## config.mk

```make
export PLATFORM = sky130hd
export DESIGN_NAME = uart_prog_loader
export DESIGN_NICKNAME = d
export VERILOG_FILES = /design/src/rtl/uart_prog_loader.sv
export SDC_FILE = /design/constraint.sdc
export NUM_CORES = 1
export LEC_CHECK = 0
export ABC_AREA = 1
export BUFFER_PORTS_ARGS = -buffer_cell sky130_fd_sc_hd__buf_2
export CORE_MARGIN = 1
export CORE_UTILIZATION = 61
export CTS_BUF_LIST = sky130_fd_sc_hd__clkbuf_8
export DETAILED_ROUTE_END_ITERATION = 10
export PLACE_DENSITY = 0.93
export SLEW_MARGIN = 30
export SYNTH_ARGS = -nofsm -noshare
export SYNTH_HDL_FRONTEND = slang
export SYNTH_SLANG_ARGS = --single-unit
```

## constraint.sdc

```tcl
create_clock -name clk -period 1.7 [get_ports clk]
set_input_delay 0.255 -clock clk [delete_from_list [all_inputs] [get_ports clk]]
set_output_delay 0.255 -clock clk [all_outputs]
set_load 0.005 [all_outputs]
```

## src/rtl/uart_prog_loader.sv

```systemverilog
// Assembles a UART byte stream (16-bit word count, then little-endian words)
// into program ROM writes and holds the CPU in upgrade mode while loading.
module uart_prog_loader #(
  parameter int ADDR_W      = 14,
  parameter int TIMEOUT_CYC = 2300000
) (
  input  logic              clk,
  input  logic              rstn,
  input  logic              start,
  input  logic              rx_valid,
  input  logic [7:0]        rx_byte,
  output logic              upg_rst_o,
  output logic              upg_wen_o,
  output logic [ADDR_W-1:0] upg_adr_o,
  output logic [31:0]       upg_dat_o,
  output logic              upg_done_o,
  output logic              upg_err_o,
  output logic              busy_o
);

  localparam int TW = $clog2(TIMEOUT_CYC + 1);

  typedef enum logic [2:0] {
    S_IDLE = 3'd0,
    S_HDR0 = 3'd1,
    S_HDR1 = 3'd2,
    S_DATA = 3'd3,
    S_DONE = 3'd4,
    S_ERR  = 3'd5
  } state_t;

  state_t            state, state_nxt;
  logic [7:0]        n_lo;
  logic [15:0]       n_words;
  logic [15:0]       hdr_n;
  logic [ADDR_W:0]   word_idx;
  logic [1:0]        byte_idx;
  logic [23:0]       lanes;
  logic              last_wr;
  logic [TW-1:0]     tcnt;
  logic              timeout;
  logic              rst_d, busy_d, done_d, err_d;

  assign hdr_n   = {rx_byte, n_lo};
  assign timeout = (tcnt == TW'(TIMEOUT_CYC - 1)) && !rx_valid;

  // State register
  always_ff @(posedge clk) begin
    if (!rstn) begin
      state <= S_IDLE;
    end else begin
      state <= state_nxt;
    end
  end

  // Next-state logic
  always_comb begin
    state_nxt = state;
    case (state)
      S_IDLE, S_DONE, S_ERR: begin
        if (start) state_nxt = S_HDR0;
        else       state_nxt = state;
      end
      S_HDR0: begin
        if (rx_valid) state_nxt = S_HDR1;
        else          state_nxt = S_HDR0;
      end
      S_HDR1: begin
        if (rx_valid) begin
          if (hdr_n == 16'd0)                             state_nxt = S_DONE;
          else if (32'(hdr_n) > (32'd1 << ADDR_W))        state_nxt = S_ERR;
          else                                            state_nxt = S_DATA;
        end else if (timeout) begin
          state_nxt = S_ERR;
        end else begin
          state_nxt = S_HDR1;
        end
      end
      S_DATA: begin
        // last_wr marks the cycle in which the final word's strobe is visible
        if (last_wr)      state_nxt = S_DONE;
        else if (timeout) state_nxt = S_ERR;
        else              state_nxt = S_DATA;
      end
      default: state_nxt = S_IDLE;
    endcase
  end

  // Status outputs decoded from the upcoming state, registered below
  always_comb begin
    rst_d  = 1'b0;
    busy_d = 1'b0;
    done_d = 1'b0;
    err_d  = 1'b0;
    case (state_nxt)
      S_IDLE:                 rst_d  = 1'b1;
      S_HDR0, S_HDR1, S_DATA: busy_d = 1'b1;
      S_DONE:                 done_d = 1'b1;
      S_ERR:                  err_d  = 1'b1;
      default:                rst_d  = 1'b1;
    endcase
  end

  // Datapath: header capture, word assembly, write strobe, timeout counter
  always_ff @(posedge clk) begin
    if (!rstn) begin
      upg_rst_o  <= 1'b1;
      upg_wen_o  <= 1'b0;
      upg_adr_o  <= '0;
      upg_dat_o  <= 32'd0;
      upg_done_o <= 1'b0;
      upg_err_o  <= 1'b0;
      busy_o     <= 1'b0;
      n_lo       <= 8'd0;
      n_words    <= 16'd0;
      word_idx   <= '0;
      byte_idx   <= 2'd0;
      lanes      <= 24'd0;
      last_wr    <= 1'b0;
      tcnt       <= '0;
    end else begin
      upg_rst_o  <= rst_d;
      upg_done_o <= done_d;
      upg_err_o  <= err_d;
      busy_o     <= busy_d;
      upg_wen_o  <= 1'b0;
      last_wr    <= 1'b0;

      if ((state == S_HDR1 || state == S_DATA) && state_nxt == state && !rx_valid)
        tcnt <= tcnt + TW'(1);
      else
        tcnt <= '0;

      if (state == S_HDR0 && rx_valid) begin
        n_lo <= rx_byte;
      end else if (state == S_HDR1 && rx_valid) begin
        n_words  <= hdr_n;
        word_idx <= '0;
        byte_idx <= 2'd0;
      end else if (state == S_DATA && !last_wr && rx_valid) begin
        case (byte_idx)
          2'd0: lanes[7:0]   <= rx_byte;
          2'd1: lanes[15:8]  <= rx_byte;
          2'd2: lanes[23:16] <= rx_byte;
          default: begin
            upg_wen_o <= 1'b1;
            upg_adr_o <= word_idx[ADDR_W-1:0];
            upg_dat_o <= {rx_byte, lanes};
            word_idx  <= word_idx + (ADDR_W+1)'(1);
            last_wr   <= (32'(word_idx) + 32'd1) == 32'(n_words);
          end
        endcase
        byte_idx <= byte_idx + 2'd1;
      end else begin
        n_lo <= n_lo;
      end
    end
  end

endmodule

```

[Word-level counts from Yosys, hierarchy flattened]
Index checks and enable logic that the tools add are counted.
Storage, ports and cells
  input port bits: 12
  logic and storage cells: 90
  bits in registers: 142
Cells by class
  muxes and demuxes: 19
  order comparisons: 1
  reductions and logical operators: 28
  eq/ne operators: 16
  bitwise logic cells: 5
  $add $sub $neg: 4
Operator list (count)
  $mux W15: 3
  $add A22 B1 Y22 const B: 1
  $eq A22 B22 Y1 const B: 1
  $mux W3: 7
  $add A15 B1 Y16 const B: 1
  $eq A16 B16 Y1: 1
  $gt A16 B15 Y1 const B: 1
  $logic_not A16 Y1: 1
  $reduce_and A4 Y1: 4
  $add A15 B1 Y15 const B: 1
  $eq A3 B2 Y1 const B: 4
  $eq A3 B3 Y1 const B: 4
  $pmux W3 S4: 1
  $reduce_or A3 Y1: 3
  $logic_and A1 B1 Y1: 7
  $reduce_or A7 Y1: 1
  $eq A3 B1 Y1 const B: 2
  $mux W2: 3
  $reduce_and A2 Y1: 3
  $mux W1: 5
  $not A1 Y1: 5
  $reduce_or A5 Y1: 1
  $reduce_or A4 Y1: 1
  $eq A3 B3 Y1: 1
  other kinds (10): 11

[Longest topological paths before layout]
Gate-level depths: netlist of run 1.
  depth in word-level cells: 9
  gate-level depth with buffers: 13

[Worst setup path before layout of run 1]
Ideal clock, no wire load.
  path type: reg-to-reg
  start: register tcnt[0]
  end: register tcnt[20]
  arrival: 1.468 ns
  setup time: 0.115 ns
  clock period less this slack: 1.583 ns
  path slack: 0.117 ns
  cell stages (with the launch flop): 10
  path through: dfxtp_1 ha_1 nand3_1 nor2_2 nand2_2 nor2_4 inv_2 nor4_2 xor2_1 nor2_2
On the way
  longest elaborated chain between the ends: 9
  elaborated cells between the ends (all ways): 12
  classes of those cells: add/sub (1); eq/ne (2); mux (5); reduce/logical (4)
Ends and longest elaborated chain
  from (decl): line 40  | logic [TW-1:0] tcnt;
  from (signal assigned): line 130  | tcnt <= tcnt + TW'(1);
  $eq A22 B22 Y1: line 45  | assign timeout = (tcnt == TW'(TIMEOUT_CYC - 1)) && !rx_valid;
  $logic_and A1 B1 Y1: line 45
  $mux W3 (on tied branches): line 73, 82
  $mux W3 (on tied branches): line 69, 81
  $pmux W3 S4: line 59  | case (state)
  $eq A3 B3 Y1: line 129  | if ((state == S_HDR1 || state == S_DATA) && state_nxt == state && !rx_valid)
  $logic_and A1 B1 Y1 (2 in a row): line 129
  $reduce_and A2 Y1 (no line)
Several ways; a longest one is shown, not always the timed one.
A chain may end at the register's enable or synchronous reset.

[Worst setup path in the final report of run 1]
  start: register state[1]
  end: register n_words[15]
On the way
  longest elaborated chain between the ends: 4
  elaborated cells between the ends (all ways): 6
  classes of those cells: eq/ne (2); bitwise (1); reduce/logical (3)
Ends and longest elaborated chain
  from (decl): line 32  | state_t state, state_nxt;
  from (signal assigned): line 52  | state <= state_nxt;
  $eq A3 B1 Y1: line 134  | if (state == S_HDR0 && rx_valid) begin
  $logic_and A1 B1 Y1: line 134
  $not A1 Y1 (no line)
  $reduce_and A2 Y1 (no line) *
  to (signal assigned): line 137  | n_words <= hdr_n;
  to (decl): line 34  | logic [15:0] n_words;
Every way passes the cells marked *; elsewhere a longest branch is shown, timed or not.

==> impl_metrics.toml, run 1 <==
[outcome]
status = "complete, but fails checks"
violations = "setup timing"

[detailed_routing]
wl_mm = 17.9
ant_nets = 0
first_pass_iters = 8
drc = 0
wl_met3_mm = 1.64
wl_per_cell_um = 16.6
vias = 6369
drt_iter0_markers = 689
dr_wl_met2_mm = 8.51
highest-signal-layer = "met4"
met1_length_mm = 6.88
post_drt_via_cell_ratio = 5.92

[cells_and_area]
layout_common_cells = "nand2_1, dfxtp_1, a21oi_1, inv_1, nand3_1"
drive_gt1_frac = 0.237
diodes = 0
areaGrowthSynthToFinish_pct = 21.4
ff_latch_area_um2 = 2860
post_layout_nonfiller_instances = 1075
final_nets = 947
multiInputGateArea_um2 = 3070
final_cell_area_um2 = 7530
final_common_cell = "nand2_1"
nFillCells = 632

[synthesis]
avgSynthCellArea_um2 = 7.41
synth_warnings = 0
yosysUniqueCellTypes = 40
ys_seq_area_frac = 0.458
synth_edf_count = 0
syn_area_um2 = 6200
synth_top_area_frac = 0.458
synth_flop_cell = "dfxtp_1"
synth.ff_latch_count = 142
syn_nets = 855
async_reset_ff_frac = 0
synthTopCellsByArea = "dfxtp_1, nand2_1, a21oi_1"
syn_inst = 837
synth_top_cell_by_area = "dfxtp_1"

[cts]
cts_tree = "done"
cts_root_buf = "clkbuf_8"
htree_levels = 4
clk_pin_slew_worst_paths_ns = 0.09
hold_buffers = 0
cts_sinks = 142
insertion_delay_ns = 0.46
clk_path_buf_depth = 2
cts_made_buffers = 17

[timing]
rsz0062_at_grt = "true"
layout_setup_ws_ns = -0.0648
period_needed_ns = 1.76
setup_viol = 7
timing.fmax_mhz = 567
worstMarginPinSlew_ns = 0.634
drv_slew = 0
hold_viol_final = 0
skew_ns = 0.0181
maxSlewHeadroom = 0.576
period_share = 1.04

[critical_path]
worstSetupPathType = "flop to flop"
critPathRequiredTime_ns = 2.10
crit_path_start_kind = "flop"
worst_ep_arrival_time_ns = 2.17
r2r_cells = 8
cp_max_fo = 14
critPathCaptureType = "flop"

[place]
placed_cells = 1034
hpwl_mm = 10.4
pre_cts_slack_ns = -0.168
numPortBuffers = 62
globalplace.congestion = 0.905
post_dp_cell_area_um2 = 6820

[die]
die_area_um2 = 10600
initial_core_util = 0.631
core-area_um2 = 9820
die_y_um = 103
num_rows = 36
die_w_um = 103
ios = 63

[power_and_ir_drop]
p_per_area_nw_per_um2 = 875
power_mw = 6.59
leakagePower_nw = 3.03
ir_worst_vdd_uv = 739

[grt]
grt_antenna_before_repair = 0
grt_pass1_wl_mm = 25.2
grt_max_degree = 64
grt_overflow = 0
grt_pass1_vias = 5394
grt_usage = 0.308

[flow_run]
cap_violations = 0

[hold_path]
hold_class = "input port to flop"
min_path_cells = 3
## layer usage
layer  track usage  vias up
li1              -     2927
met1         0.391     2948
met2         0.501      387
met3        0.0753      107
met4         0.137        0
met5             0        -
## synthesized netlist by cell type (all sizes together) (5+ instances only)
cell type and count:
buf 22, clkbuf 18, xor2 11, nor2 75, nand3b 5, xnor2 5
inv 84, nand2 193, a21oi 103, nand3 76, ha 6, nor3 12
dfxtp 142, o21ai 58, nand4 15
## registers in the layout (all words and copies together), names as in the netlist, 2 cells and up
signal	cells
lanes	24
n_lo	8
byte_idx	2
state	3
tcnt	22
upg_adr_o	14
upg_dat_o	32
word_idx	15
n_words	16
## worst paths after layout
| kind | slack [ns] | from | end |
|---|---|---|---|
| min reg2reg | 0.47 | lanes[8] | lanes[8] |
| max reg2reg | -0.06 | state[1] | n_words[15] |
| max | -0.06 | state[1] | n_words[15] |
| min | 0.13 | rx_byte[2] | lanes[10] |
## logic make-up after synthesis
| group | synth area share |
|---|---|
| and+or+nand+nor | 0.283 |
| adders and majority gates | 0.0121 |
| AOI/OAI and AO/OA | 0.137 |
| DFF | 0.458 |
| buffers and inverters | 0.0831 |
| xor gates and xnor gates | 0.0262 |
## area by class of cell
| type | instances | share of cell area |
|---|---|---|
| Timing Repair Buffer | 110 | 0.0975 |
| Clock inverter | 11 | 0.0136 |
| Clock buffer | 21 | 0.0384 |
| Tap cell | 133 | 0.0221 |
| Inverter | 84 | 0.0419 |
| Sequential cell | 142 | 0.379 |
| Multi-Input combinational cell | 574 | 0.407 |
## report_power, final
group | total (mW) | internal [mW] | switching [mW]
registers | 3.42 | 3.38 | 0.0363
logic | 0.477 | 0.148 | 0.330
clock network | 2.69 | 1.32 | 1.37
total | 6.59 | 4.85 | 1.74
## repair_timing
item,CTS,global route
resized for setup,4,61
endpoints found under the setup margin,37,100
cloned,0,5
pin swaps,0,21
buffers inserted,0,4
## stage by stage
step | hold WS (ns) | setup TNS (ns) | util
global route | 0.128 | -3.56 | 0.767
CTS | 0.110 | 0 | 0.736
global placement | 0.448 | -0.0293 | 0.694
detailed placement | 0.453 | -2.40 | 0.694
floorplan | 0.399 | 0 | -
finish | 0.131 | -0.135 | 0.767
## worst max-delay path: stages (launching register included)
cell     delay (ns)
dfxtp_1        0.37
inv_1          0.09
nor2_1         0.10
inv_1          0.06
or2_1          0.26
nor2_4         0.17
buf_2          0.32
o21ai_0        0.20
nor2_1         0.12
Note: power is estimated with default switching activity, not from simulation.
==> inputs of run 2 (changes only) <==
--- a/config.mk
+++ b/config.mk
@@ -8,10 +8,10 @@
 export ABC_AREA = 1
 export BUFFER_PORTS_ARGS = -buffer_cell sky130_fd_sc_hd__buf_2
 export CORE_MARGIN = 1
-export CORE_UTILIZATION = 61
+export CORE_UTILIZATION = 66
 export CTS_BUF_LIST = sky130_fd_sc_hd__clkbuf_8
 export DETAILED_ROUTE_END_ITERATION = 10
-export PLACE_DENSITY = 0.93
+export PLACE_DENSITY = 0.95
 export SLEW_MARGIN = 30
 export SYNTH_ARGS = -nofsm -noshare
 export SYNTH_HDL_FRONTEND = slang
==> constraint.sdc (replaced) <==
create_clock -name clk -period 2.15 [get_ports clk]
set_input_delay 0.3225 -clock clk [delete_from_list [all_inputs] [get_ports clk]]
set_output_delay 0.3225 -clock clk [all_outputs]
set_load 0.005 [all_outputs]
==> run 2 against run 1 <==
- the run now ends clean
- count of clock-buffer cells in the layout down 3
- global-route usage grew 0.50 points
- setup slack improved by 0.21 ns
- clock power down 23%
- fmax decreased by 12%
- die area shrank 7.4%
- largest cell class unchanged
==> impl_metrics.toml, run 2 (synthesis gave the netlist of run 1 again) <==
[place]
globalplace.congestion = 0.888
numPortBuffers = 62
pre_cts_slack_ns = 0.181
post_dp_cell_area_um2 = 6530
hpwl_mm = 9.90

[die]
initial_core_util = 0.678
core-area_um2 = 9150
ios = 63
die_y_um = 98.9
die_area_um2 = 9790
die_w_um = 98.9
num_rows = 35

[cells_and_area]
ff_latch_area_um2 = 2840
drive_gt1_frac = 0.162
final_nets = 907
top_regs = "upg_dat_o: 32 flops, lanes: 24 flops, tcnt: 22 flops"
largest_reg_flops = 32
nFillCells = 625
final_cell_area_um2 = 6920
post-route-util = 0.756
multiInputGateArea_um2 = 2850
areaGrowthSynthToFinish_pct = 11.6
largest_register = "upg_dat_o"
layout_common_cells = "nand2_1, dfxtp_1, a21oi_1, inv_1, nand3_1"
final_common_cell = "nand2_1"
diodes = 0

[grt]
grt_antenna_before_repair = 0
grt_pass1_vias = 5415
grt_overflow = 0
grt_usage = 0.313
grt_pass1_wl_mm = 24.6
grt_max_degree = 64

[flow_run]
cap_violations = 0

[timing]
timing.fmax_mhz = 500
worst_hold_slack_ns = 0.209
period_share = 0.931
drv_slew = 0
layout_setup_ws_ns = 0.148
skew_ns = 0.0154
setup_viol = 0
setup-tns-final_ns = 0
maxSlewHeadroom = 0.546
period_needed_ns = 2.00
rsz0062_at_grt = "false"
hold_viol_final = 0
worstMarginPinSlew_ns = 0.680

[detailed_routing]
first_pass_iters = 7
wl_per_cell_um = 14.6
drc = 0
vias = 5855
wl_mm = 14.8
post_drt_via_cell_ratio = 5.78
ant_nets = 0
drt_iter0_markers = 369

[cts]
clk_path_buf_depth = 2
clk_pin_slew_worst_paths_ns = 0.09
post_cts_buffers = 0
insertion_delay_ns = 0.45
cts_tree = "done"
cts_root_buf = "clkbuf_8"
htree_levels = 4
cts_made_buffers = 17
cts_sinks = 142

[outcome]
status = "finished clean"

[critical_path]
worstSetupPathType = "flop to flop"
r2r_setup_slack_ns = 0.15
crit_path_start_kind = "flop"
cp_max_fo = 9
worst_ep_arrival_time_ns = 2.37
reg2reg_from = "word_idx[0]"
critPathRequiredTime_ns = 2.51
critical_path.endpoint = "last_wr"
r2r-end = "last_wr"
r2r_cells = 9
critPathCaptureType = "flop"
critPathLaunch = "word_idx[0]"

[power_and_ir_drop]
p_per_area_nw_per_um2 = 732
leakagePower_nw = 2.75
ir_worst_vdd_uv = 596

[hold_path]
hold_class = "input port to flop"
-- run 2: changes by cell type in the layout (fill, tap and decap cells not counted), sizes merged --
cell,delta
nand2,-3
bufinv,-1
inv,+5
clkbuf,-4
buf,-36
clkinv,-1
-- run 2: how the worst min path moves through the flow --
stage,startpoint,endpoint,cells after the start
2_1_floorplan,tcnt[0],tcnt[0],1
5_1_grt,rx_byte[2],lanes[2],3
4_1_cts,rx_byte[2],lanes[2],3
3_5_place_dp,tcnt[0],tcnt[0],1
6_report,rx_byte[2],lanes[18],3
3_3_place_gp,tcnt[0],tcnt[0],1
-- run 2: area by class of cell --
class,instances,area share
clock inverters,14,0.0195
well taps,111,0.0201
multi-input cells,571,0.411
flip-flops and latches,142,0.411
repair buffers,73,0.0568
clock buffers,18,0.0358
inverters,84,0.0456
-- run 2: what timing repair did --
item                                    CTS  global route
endpoints found under the setup margin    0             1
gates resized for setup                   0             1
hold buffers                              0             0
-- run 2: layer usage --
metal	GRT usage	up-vias	routed length, um
met2	0.514	289	7070
met3	0.0667	36	1330
li1	-	2842	-
met1	0.396	2688	6100
met5	0	-	0
met4	0.147	0	308
-- run 2: metrics by stage --
step                std cells  power, mW
global placement          981       3.03
floorplan                 837       2.95
CTS                      1013       5.07
detailed placement        981       3.04
finish                   1013       5.06
global route             1013       5.23
-- run 2: critical path, stage by stage, from the launching register on --
cell,delay [ns]
dfxtp_1,0.57
ha_2,0.35
nand3_1,0.14
inv_1,0.13
nand2_1,0.10
xnor3_1,0.22
nand2_1,0.05
nor2_1,0.10
nand2_1,0.07
nor3_2,0.19
-- run 2: report_power, final --
part           switching (mW)  total, mW  internal, mW
sequential             0.0260       2.70          2.68
combinational           0.200      0.287        0.0871
clock                    1.18       2.08         0.894
total                    1.41       5.06          3.66
